===== src/rtl/stopwatch_pkg.sv =====
// Shared definitions for the stopwatch front-panel sequencer.
// Contents: digit/time widths, default saturation value and the state encoding
// that also appears on the LED/debug state_code output.
package stopwatch_pkg;

  localparam int DIGIT_WIDTH = 4;
  localparam int TIME_WIDTH  = 4 * DIGIT_WIDTH;

  localparam logic [15:0] MAX_TIME_DEFAULT = 16'h5959;

  // Encoding is visible externally through state_code, so values are fixed.
  typedef enum logic [2:0] {
    ST_IDLE  = 3'd0,
    ST_RUN   = 3'd1,
    ST_PAUSE = 3'd2,
    ST_LAP   = 3'd3,
    ST_DONE  = 3'd4
  } state_t;

endpackage


===== src/rtl/button_edge_detect.sv =====
// Rising-edge detector for one debounced push-button level.
// Ports:
//   clk, rst_n : clock, asynchronous active-low reset
//   level      : debounced button level
//   press      : high for the single cycle in which level is first seen high
// press is combinational from the current level and the registered history so
// the consumer can act on the very edge that first samples the button high.
module button_edge_detect (
  input  logic clk,
  input  logic rst_n,
  input  logic level,
  output logic press
);

  logic r_prev;

  // Button history: remembers the level sampled at the previous edge.
  always_ff @(posedge clk or negedge rst_n) begin
    if (!rst_n) begin
      r_prev <= 1'b0;
    end else begin
      r_prev <= level;
    end
  end

  assign press = level & ~r_prev;

endmodule


===== src/rtl/stopwatch_control.sv =====
// Front-panel sequencer for the MM:SS stopwatch.
// Runs the IDLE/RUN/PAUSE/LAP/DONE state machine from debounced start, lap and
// clear buttons, gates the 1 Hz tick into the BCD counter chain, issues a
// one-cycle synchronous clear to the counters and selects live or lap-frozen
// time for the display.
// Ports:
//   clk, rst_n     : clock, asynchronous active-low reset
//   tick_in        : one-cycle 1 Hz pulse
//   btn_start/lap/clear : debounced button levels
//   time_in        : packed BCD count from the counter chain
//   count_en       : gated tick to the first counter stage
//   count_clear    : one-cycle clear to all digit counters
//   display_value  : value to the display driver
//   display_frozen : high while a lap value is shown
//   running        : high in RUN or LAP
//   state_code     : current state for LEDs/debug
module stopwatch_control
  import stopwatch_pkg::*;
#(
  parameter int              TIME_WIDTH  = 16,
  parameter logic [15:0]     MAX_TIME    = 16'h5959,
  parameter bit              STOP_AT_MAX = 1'b1
) (
  input  logic                  clk,
  input  logic                  rst_n,
  input  logic                  tick_in,
  input  logic                  btn_start,
  input  logic                  btn_lap,
  input  logic                  btn_clear,
  input  logic [TIME_WIDTH-1:0] time_in,
  output logic                  count_en,
  output logic                  count_clear,
  output logic [TIME_WIDTH-1:0] display_value,
  output logic                  display_frozen,
  output logic                  running,
  output logic [2:0]            state_code
);

  state_t                r_state;
  logic                  r_count_clear;
  logic [TIME_WIDTH-1:0] r_lap;

  logic w_start_raw;
  logic w_lap_raw;
  logic w_clear_p;
  logic w_start_p;
  logic w_lap_p;
  logic w_active;
  logic w_sat;
  logic w_sat_tick;

  button_edge_detect u_start_edge (.clk(clk), .rst_n(rst_n), .level(btn_start), .press(w_start_raw));
  button_edge_detect u_lap_edge   (.clk(clk), .rst_n(rst_n), .level(btn_lap),   .press(w_lap_raw));
  button_edge_detect u_clear_edge (.clk(clk), .rst_n(rst_n), .level(btn_clear), .press(w_clear_p));

  // Same-cycle presses resolve clear > start > lap; losers are dropped even
  // when the winner is ignored in the current state.
  assign w_start_p = w_start_raw & ~w_clear_p;
  assign w_lap_p   = w_lap_raw & ~w_clear_p & ~w_start_raw;

  assign w_active   = (r_state == ST_RUN) || (r_state == ST_LAP);
  assign w_sat      = STOP_AT_MAX && (time_in == MAX_TIME[TIME_WIDTH-1:0]);
  assign w_sat_tick = w_sat & tick_in;

  // Gating follows the current state, so a tick coinciding with a stop press
  // still advances the count.
  assign count_en = tick_in & w_active & ~w_sat;

  // Sequencer state, clear pulse and lap capture register.
  always_ff @(posedge clk or negedge rst_n) begin
    if (!rst_n) begin
      r_state       <= ST_IDLE;
      r_count_clear <= 1'b0;
      r_lap         <= '0;
    end else begin
      r_count_clear <= 1'b0;
      case (r_state)
        ST_IDLE: begin
          if (w_clear_p) begin
            r_count_clear <= 1'b1;
            r_lap         <= '0;
          end else if (w_start_p) begin
            r_state <= ST_RUN;
          end
        end
        ST_RUN: begin
          if (w_sat_tick) begin
            r_state <= ST_DONE;
          end else if (w_start_p) begin
            r_state <= ST_PAUSE;
          end else if (w_lap_p) begin
            r_state <= ST_LAP;
            r_lap   <= time_in;
          end
        end
        ST_LAP: begin
          if (w_sat_tick) begin
            r_state <= ST_DONE;
          end else if (w_start_p) begin
            r_state <= ST_PAUSE;
          end else if (w_lap_p) begin
            r_state <= ST_RUN;
          end
        end
        ST_PAUSE: begin
          if (w_clear_p) begin
            r_state       <= ST_IDLE;
            r_count_clear <= 1'b1;
            r_lap         <= '0;
          end else if (w_start_p) begin
            r_state <= ST_RUN;
          end
        end
        ST_DONE: begin
          if (w_clear_p) begin
            r_state       <= ST_IDLE;
            r_count_clear <= 1'b1;
            r_lap         <= '0;
          end
        end
        default: begin
          r_state <= ST_IDLE;
        end
      endcase
    end
  end

  // All remaining outputs decode directly from registered state.
  assign count_clear    = r_count_clear;
  assign display_frozen = (r_state == ST_LAP);
  assign running        = w_active;
  assign state_code     = r_state;
  assign display_value  = display_frozen ? r_lap : time_in;

endmodule

===== config.mk =====
export PLATFORM = sky130hd
export DESIGN_NAME = stopwatch_control
export DESIGN_NICKNAME = d
export VERILOG_FILES = /design/src/rtl/stopwatch_pkg.sv /design/src/rtl/button_edge_detect.sv /design/src/rtl/stopwatch_control.sv
export SDC_FILE = /design/constraint.sdc
export NUM_CORES = 1
export LEC_CHECK = 0
export BUFFER_PORTS_ARGS = -buffer_cell sky130_fd_sc_hd__buf_4
export CORE_ASPECT_RATIO = 1.4
export CORE_MARGIN = 8
export CORE_UTILIZATION = 45
export CTS_CLUSTER_DIAMETER = 150
export DETAILED_ROUTE_END_ITERATION = 8
export GPL_ROUTABILITY_DRIVEN = 0
export PLACE_DENSITY = 0.72
export SLEW_MARGIN = 15
export SYNTH_ARGS = -nofsm -noshare
export SYNTH_HDL_FRONTEND = slang
export SYNTH_SLANG_ARGS = --single-unit

===== constraint.sdc =====
create_clock -name clk -period 3.34 [get_ports clk]
set_input_delay 0.501 -clock clk [delete_from_list [all_inputs] [get_ports clk]]
set_output_delay 0.501 -clock clk [all_outputs]
set_load 0.03 [all_outputs]

==> impl_metrics.py, run 1 <==
metrics = {
    "status": {
        "outcome": "complete, no violations",
    },
    "setup_path": {
        "cp_top_family": "flip-flops",
        "crit_type": "reg2out",
        "cp_slowest_stage_delay_ns": 0.48,
        "endpoint_kind": "output port",
        "critical_path_cell_count": 5,
        "crit_fanout": 17,
        "crit_chain": "nand2b_4 > inv_2 > nand2_4 > mux2_2 > buf_4",
        "cp.required_ns": 2.84,
        "reg2reg_depth": 4,
        "path_buf_inv": 2,
        "critPathLaunchType": "flip-flop",
        "crit_slowest_cell": "dfrtp_1",
        "crit_arrival_ns": 1.78,
    },
    "routing": {
        "drtIter0Drc": 45,
        "wl_per_cell_um": 15.6,
        "via_count": 1115,
        "viasPerCell": 5.23,
        "wl_um": 3330,
        "ant_nets": 0,
        "first_pass_iters": 4,
        "drc": 0,
    },
    "power": {
        "power_density_nw_per_um2": 573,
        "power.total_uw": 996,
        "p_leak_nw": 0.831,
        "vdd_drop_max_mv": 0.371,
    },
    "timing": {
        "slew_headroom_pct": 60.8,
        "rsz0062_at_grt": "false",
        "tns_ns": 0,
        "worst_pin_slew_ns": 0.587,
        "slew_violations": 0,
        "post-route-period-util_pct": 68.2,
        "min_period_ns": 2.28,
        "skew_ns": 0.00519,
        "clock.fmax_ghz": 0.439,
        "hold_violations": 0,
        "setup_viol": 0,
    },
    "global_routing": {
        "overflow": 0,
        "antenna_found_initial": 0,
        "grt_usage_pct": 13.6,
        "grt_max_degree": 33,
        "grt_pass1_wl_um": 5620,
        "grt_pass1_vias": 1205,
    },
    "synthesis": {
        "yosysUniqueCellTypes": 34,
        "synth_top_area_share_pct": 41.7,
        "synthFlopType": "dfrtp_1",
        "synth_fp_nets": 154,
        "synth_edf_count": 0,
        "synthTopCellsByArea": "dfrtp_1 42%, mux2_2 12%, nand2_1 9.5%, o21ai_2 8.9%, and4bb_1 2.7%",
        "synth.avg_cell_area_sq_um": 10.4,
        "synth_area_sq_um": 1380,
        "ys_seq_elements": 23,
        "syn-instance-count": 132,
        "ys_async_sr_fraction_pct": 100,
        "yosysSeqAreaShare_pct": 41.7,
        "ys_warn_count": 0,
        "yosys.area.top_type": "dfrtp_1",
    },
    "cts": {
        "numCtsBuffers": 3,
        "htreeDepth": 1,
        "cts_resized": 0,
        "cts_tree": "built",
        "hold_buffers": 0,
        "cts_buffer_depth": 2,
        "cts_setup_buffers": 0,
        "cts_root_buffer": "clkbuf_8",
        "clk_pin_slew_ns": 0.08,
        "cts.sinks": 23,
        "clk_latency_ns": 0.27,
    },
    "layout": {
        "nNetsFinal": 197,
        "drive_gt1_share_pct": 49.4,
        "final_cell_area_sq_um": 1740,
        "area_delta_synth_final_pct": 26.0,
        "layout_common_cells": "44 x buf_4, 35 x nand2_1, 23 x dfrtp_1",
        "diodes": 0,
        "final_common_cell": "buf_4",
    },
    "die": {
        "ioPinCount": 45,
        "initial_core_util_pct": 45.5,
        "die_h_um": 81.5,
        "rows": 24,
        "coreArea_sq_um": 3030,
        "fp.dieW_um": 62.8,
        "die_area_sq_um": 5120,
    },
    "placed_design": {
        "placedInstanceArea_sq_um": 1690,
        "port_buffers": 44,
        "hpwl_um": 2520,
    },
    "run": {
        "max_cap_viol_count": 0,
    },
    "worst_hold_path": {
        "min_path_type": "in2async",
    },
}
## cell families (layout without fill, tap and decap cells)
| family | count (synthesis) | count (layout) | share of synthesized area, % |
|---|---|---|---|
| simple gates | 56 | 56 | 23.7 |
| compound gates | 25 | 25 | 14.8 |
| flops | 23 | 23 | 41.7 |
| mux | 16 | 16 | 13.1 |
| buf+inv | 11 | 53 | 6.08 |
| xor+xnor | 1 | 1 | 0.635 |
## power breakdown
part           leakage (nW)  switching (mW)  internal (mW)
Combinational         0.504           0.262          0.186
Sequential            0.304          0.0470          0.327
Clock                0.0228          0.0885         0.0852
## final cells by class
type | count | area [sq um]
clock buffers | 4 | 45.0
repair buffers | 44 | 330
flip-flops and latches | 23 | 576
well taps | 39 | 48.8
multi-input cells | 98 | 719
inverters | 5 | 18.8
fillers | 275 | 1290
## worst paths after layout
path / slack, ns / to / startpoint
max: 1.06 / display_value[3] / state_code[2]
min: 0.12 / state_code[1] / rst_n
max reg2reg: 1.71 / r_lap[12] / state_code[1]
min reg2reg: 0.51 / r_lap[4] / r_lap[4]
max in group asynchronous: 2.98 / r_lap[8] / rst_n
min in group clk: 0.34 / u_start_edge.r_prev / btn_start
## cells in the mapped netlist, types with 3 or more instances
library cell / count
and4bb_1: 3
buf_6: 3
nand2b_1: 3
dfrtp_1: 23
o21ai_2: 14
inv_1: 4
nand2_1: 35
mux2_2: 15
a21oi_1: 3
## sequential cells by signal, indices dropped and copies added (netlist names)
signal	count
u_lap_edge.r_prev	1
r_lap	16
state_code	3
u_start_edge.r_prev	1
u_clear_edge.r_prev	1
count_clear	1
## stage by stage
step	setup WS [ns]	util, %	hold WS [ns]	cells
6_report	1.06	57.3	0.119	213
5_1_grt	0.996	57.3	0.137	213
4_1_cts	1.06	57.3	0.121	213
3_5_place_dp	1.37	55.8	0.418	209
3_3_place_gp	1.40	55.8	0.414	209
2_1_floorplan	1.18	-	0.205	132
## per-layer routing
| layer | track usage, % | routed length [um] | part of all wire, % |
|---|---|---|---|
| met1 | 14.7 | 1330 | 40 |
| met2 | 24.2 | 1770 | 53 |
| met3 | 3.82 | 173 | 5.2 |
| met4 | 6.41 | 48 | 1.4 |
| met5 | 0 | 0 | 0 |
No activity file was read; power rests on OpenSTA's default activity.
==> inputs of run 2 (changes only) <==
==> constraint.sdc (replaced) <==
create_clock -name clk -period 2.1 [get_ports clk]
set_input_delay 0.315 -clock clk [delete_from_list [all_inputs] [get_ports clk]]
set_output_delay 0.315 -clock clk [all_outputs]
set_load 0.03 [all_outputs]
==> run 2 against run 1 <==
Clock power grew 62%. Cell area increased by 1.2%. First-iteration DRC count is 56% lower. Die area unchanged. Total power up 61%. Clock skew up 0.0050 ns. Sequential cell count is the same. Global-route usage rose by 0.46 points. Sequential share of layout area down 0.33 points. Cell count rose by 0.47%. Worst setup slack lost 0.97 ns. Highest routed layer unchanged.
==> impl_metrics.py, run 2 (synthesis results as in run 1) <==
metrics = {
    "power": {
        "power.total_mw": 1.61,
        "power_density_nw_per_um2": 913,
        "clockPowerShare_pct": 17.5,
        "p_int_uw": 955,
        "pwr-share-seq_pct": 37.8,
        "p_leak_nw": 0.832,
        "switching_share_pct": 40.6,
        "p_comb_share_pct": 44.7,
        "vdd_drop_max_mv": 0.539,
        "p_sw_uw": 652,
    },
    "global_routing": {
        "use_met1_pct": 14.5,
        "grt_pass1_vias": 1262,
        "overflow": 0,
        "met2_usage_pct": 26.1,
        "antenna_found_initial": 0,
        "grt_pass1_wl_um": 5800,
        "met3_usage_pct": 3.41,
        "grt_max_degree": 33,
        "grt_busiest_layer": "met2",
        "grt_usage_pct": 14.0,
    },
    "layout": {
        "nNetsFinal": 198,
        "layout_common_cells": "44 x buf_4, 35 x nand2_1, 22 x dfrtp_1",
        "final_cell_area_sq_um": 1760,
        "area_delta_synth_final_pct": 27.6,
        "diodes": 0,
        "final_common_cell": "buf_4",
        "largest-register": "r_lap",
        "fill_cells": 293,
        "largest_register_ffs": 16,
        "drive_gt1_share_pct": 50.3,
        "fin_cells": 214,
    },
    "timing": {
        "post-route-period-util_pct": 95.7,
        "setup_slack_ns": 0.0898,
        "worst_pin_slew_ns": 0.588,
        "setup_viol": 0,
        "skew_ns": 0.0101,
        "slew_violations": 0,
        "tns_ns": 0,
        "rsz0062_at_grt": "false",
        "hold_violations": 0,
        "clock.fmax_ghz": 0.497,
        "min_period_ns": 2.01,
        "slew_headroom_pct": 60.7,
    },
    "cts": {
        "clk_latency_ns": 0.27,
        "cts_root_buffer": "clkbuf_8",
        "clk_pin_slew_ns": 0.08,
        "htreeDepth": 1,
        "cts_tree": "built",
        "cts_buffer_depth": 2,
        "numCtsBuffers": 3,
        "cts.sinks": 23,
    },
    "setup_path": {
        "path_buf_inv": 2,
        "cp_top_family": "flip-flops",
        "critPathLaunchType": "flip-flop",
        "crit_chain": "nand2b_4 > inv_2 > nand2_8 > mux2_1 > buf_4",
        "endpoint_kind": "output port",
        "crit_type": "reg2out",
        "crit_arrival_ns": 1.70,
        "crit_fanout": 17,
        "cp_slowest_stage_delay_ns": 0.45,
        "crit_slowest_cell": "dfrtp_2",
        "cp.required_ns": 1.78,
    },
    "routing": {
        "drc": 0,
        "wl_um": 3370,
        "ant_nets": 0,
        "viasPerCell": 5.21,
        "wl_per_cell_um": 15.7,
        "drtIter0Drc": 20,
        "first_pass_iters": 5,
        "via_count": 1116,
    },
    "status": {
        "outcome": "complete, no violations",
    },
    "run": {
        "max_cap_viol_count": 0,
    },
    "placed_design": {
        "dp_cells": 209,
        "port_buffers": 44,
        "preCtsSetupSlack_ns": 0.349,
        "hpwl_um": 2600,
        "placedInstanceArea_sq_um": 1690,
    },
    "die": {
        "ioPinCount": 45,
        "coreArea_sq_um": 3030,
        "die_area_sq_um": 5120,
        "initial_core_util_pct": 45.5,
        "rows": 24,
        "fp.dieW_um": 62.8,
        "die_h_um": 81.5,
    },
    "worst_hold_path": {
        "min_path_type": "in2reg",
    },
}
run 2: cell count changes in the layout (fill, tap and decap cells not counted), sizes merged:
cell         previous run  this run
clkinv                  0         1
dlygate4sd3             0         1
clkbuf                  4         3
run 2: power by group through the flow:
| stage | combinational, mW | clock, mW | sequential, mW |
|---|---|---|---|
| 4_1_cts | 0.720 | 0.289 | 0.598 |
| 5_1_grt | 0.769 | 0.306 | 0.618 |
| 3_3_place_gp | 0.701 | 0 | 0.600 |
| 6_report | 0.717 | 0.282 | 0.607 |
| 2_1_floorplan | 0.507 | 0 | 0.597 |
| 3_5_place_dp | 0.718 | 0 | 0.605 |
run 2: layout make-up:
type,count,area (sq um),share of cell area [%]
Tap cell,39,48.8,2.77
Multi-Input combinational cell,98,728,41.4
Clock inverter,1,5.00,0.284
Sequential cell,23,577,32.8
Inverter,5,18.8,1.07
Clock buffer,3,41.3,2.35
Timing Repair Buffer,45,340,19.3
run 2: routing by layer:
| layer | vias to the layer above | wire length (um) | share of wire [%] |
|---|---|---|---|
| met1 | 536 | 1370 | 41 |
| met4 | 0 | 85 | 2.5 |
| li1 | 542 | - | - |
| met3 | 8 | 156 | 4.6 |
| met2 | 30 | 1760 | 52 |
| met5 | - | 0 | 0 |
run 2: final timing paths:
kind	startpoint	to	slack (ns)	depth (start not counted)
max	state_code[2]	display_value[7]	0.09	5
min	btn_start	u_start_edge.r_prev	0.16	1
max reg2reg	state_code[1]	r_lap[3]	0.41	3
min reg2reg	r_lap[4]	r_lap[4]	0.52	2
max in group asynchronous	rst_n	state_code[2]	1.37	2
min in group asynchronous	rst_n	r_lap[12]	0.47	2
run 2: repair_timing:
item	4_1_cts	5_1_grt
gates resized for setup	0	2
endpoints found under the setup margin	0	16
hold endpoints to repair	23	0
hold buffers	1	0
setup buffers	0	0
run 2: metrics by stage:
stage / util [%] / hold WS [ns]
after floorplan: - / 0.0194
after global placement: 55.8 / 0.228
after detailed placement: 55.8 / 0.233
after CTS: 57.7 / 0.158
after global routing: 58.0 / 0.155
final: 58.0 / 0.163
==> inputs of run 3 (changes only) <==
--- a/config.mk
+++ b/config.mk
@@ -13,6 +13,7 @@
 export DETAILED_ROUTE_END_ITERATION = 8
 export GPL_ROUTABILITY_DRIVEN = 0
 export PLACE_DENSITY = 0.72
+export RECOVER_POWER = 100
 export SLEW_MARGIN = 15
 export SYNTH_ARGS = -nofsm -noshare
 export SYNTH_HDL_FRONTEND = slang
==> constraint.sdc (replaced) <==
create_clock -name clk -period 2.1 [get_ports clk]
set_input_delay 0.315 -clock clk [delete_from_list [all_inputs] [get_ports clk]]
set_output_delay 0.315 -clock clk [all_outputs]
set_load 0.005 [all_outputs]
==> run 3 against run 2 <==
Clock-buffer cell count stayed put. Non-clock buffer count stayed put. Sequential cell count stayed put. Wire length is 0.83% lower. Utilization is 2.8 points lower. Fmax is 1.6% higher. Worst hold slack better by 0.021 ns. Worst setup slack better by 0.032 ns. Via count is 1.5% higher. Sequential power is 2% lower. Register-to-register slack worse by 0.09 ns. Die area stayed put. Highest routed layer unchanged.
==> impl_metrics.py, run 3 (synthesis results as in run 1) <==
metrics = {
    "status": {
        "outcome": "complete, no violations",
    },
    "setup_path": {
        "crit_arrival_ns": 1.66,
        "cp_slowest_stage_delay_ns": 0.46,
        "crit_chain": "nand2b_4 > inv_2 > nand2_4 > mux2_1 > clkbuf_4",
        "cp.required_ns": 1.78,
        "critPathLaunchType": "flip-flop",
        "endpoint_kind": "output port",
        "crit_type": "reg2out",
        "crit_fanout": 17,
        "cp_top_family": "flip-flops",
        "path_buf_inv": 2,
        "crit_slowest_cell": "dfrtp_2",
    },
    "placed_design": {
        "hpwl_um": 2560,
        "dp_cells": 209,
        "preCtsSetupSlack_ns": 0.376,
        "placedInstanceArea_sq_um": 1690,
        "port_buffers": 44,
    },
    "layout": {
        "area_delta_synth_final_pct": 21.5,
        "drive_gt1_share_pct": 40.0,
        "layout_common_cells": "35 x nand2_1, 22 x dfrtp_1, 21 x buf_4",
        "largest_register_ffs": 16,
        "final_cell_area_sq_um": 1680,
        "finish.utilization_pct": 55.2,
        "diodes": 0,
        "fin_cells": 214,
        "nNetsFinal": 198,
        "largest-register": "r_lap",
        "final_common_cell": "nand2_1",
    },
    "die": {
        "rows": 24,
        "die_h_um": 81.5,
        "ioPinCount": 45,
        "die_area_sq_um": 5120,
        "fp.dieW_um": 62.8,
        "initial_core_util_pct": 45.5,
        "coreArea_sq_um": 3030,
    },
    "routing": {
        "drc": 0,
        "ant_nets": 0,
        "first_pass_iters": 4,
        "drtIter0Drc": 41,
        "via_count": 1133,
        "viasPerCell": 5.29,
        "wl_um": 3340,
        "wl_per_cell_um": 15.6,
    },
    "worst_hold_path": {
        "min_path_type": "in2reg",
    },
    "cts": {
        "cts_tree": "built",
        "clk_latency_ns": 0.27,
        "numCtsBuffers": 3,
        "cts_setup_buffers": 0,
        "clk_pin_slew_ns": 0.09,
        "cts.sinks": 23,
        "htreeDepth": 1,
        "cts_buffer_depth": 2,
        "cts_root_buffer": "clkbuf_8",
    },
    "power": {
        "vdd_drop_max_mv": 0.490,
        "power.total_mw": 1.35,
        "power_density_nw_per_um2": 805,
        "p_leak_nw": 0.783,
    },
    "run": {
        "max_cap_viol_count": 0,
    },
    "global_routing": {
        "antenna_found_initial": 0,
        "grt_max_degree": 33,
        "grt_usage_pct": 13.2,
        "overflow": 0,
        "grt_pass1_vias": 1213,
        "grt_pass1_wl_um": 5530,
    },
    "timing": {
        "worst_pin_slew_ns": 1.29,
        "clock.fmax_ghz": 0.505,
        "setup_slack_ns": 0.122,
        "min_period_ns": 1.98,
        "slew_violations": 0,
        "holdWs_ns": 0.185,
        "setup_viol": 0,
        "hold_violations": 0,
        "post-route-period-util_pct": 94.2,
        "slew_headroom_pct": 13.9,
        "skew_ns": 0.0114,
        "rsz0062_at_grt": "false",
        "tns_ns": 0,
    },
}
==> run 3: path summary, 6_finish.rpt <==
kind	slack [ns]	from	end	cells after the start
worst max register to register	0.32	state_code[1]	r_lap[1]	3
worst min-delay path	0.18	btn_clear	u_clear_edge.r_prev	1
worst min register to register	0.52	r_lap[2]	r_lap[2]	2
max in group asynchronous	0.39	rst_n	state_code[2]	2
worst max-delay path	0.12	state_code[2]	display_value[7]	5
min in group asynchronous	0.85	rst_n	r_lap[7]	2
==> run 3: report_power, final <==
part           internal [mW]  switching (mW)
sequential             0.521          0.0730
clock                  0.132           0.148
combinational          0.256           0.218
total                  0.910           0.439
==> run 3: cell type report <==
cell class,count,area (sq um)
inverters,5,18.8
flip-flops and latches,23,577
multi-input cells,98,667
fillers,298,1360
clock inverters,1,5.00
repair buffers,45,318
clock buffers,3,41.3
well taps,39,48.8
==> run 3: layer usage <==
layer  up-vias  track usage, %  routed length [um]
li1        540               -                   -
met1       548            13.4                1290
met2        43            25.9                1810
met3         2            3.55                 233
met4         0            4.12                  16
met5         -               0                   0
==> run 3: what timing repair did <==
action                                  4_1_cts  5_1_grt
hold buffers                                  1        0
resized for setup                             0        1
endpoints found under the setup margin        0       15
endpoints found under the hold margin        23        0
==> run 3: worst register-to-register path, stage by stage, from the launching register on <==
cell,delay [ns]
dfrtp_1,0.52
nor4_4,0.32
o211a_2,0.59
o21ai_0,0.20
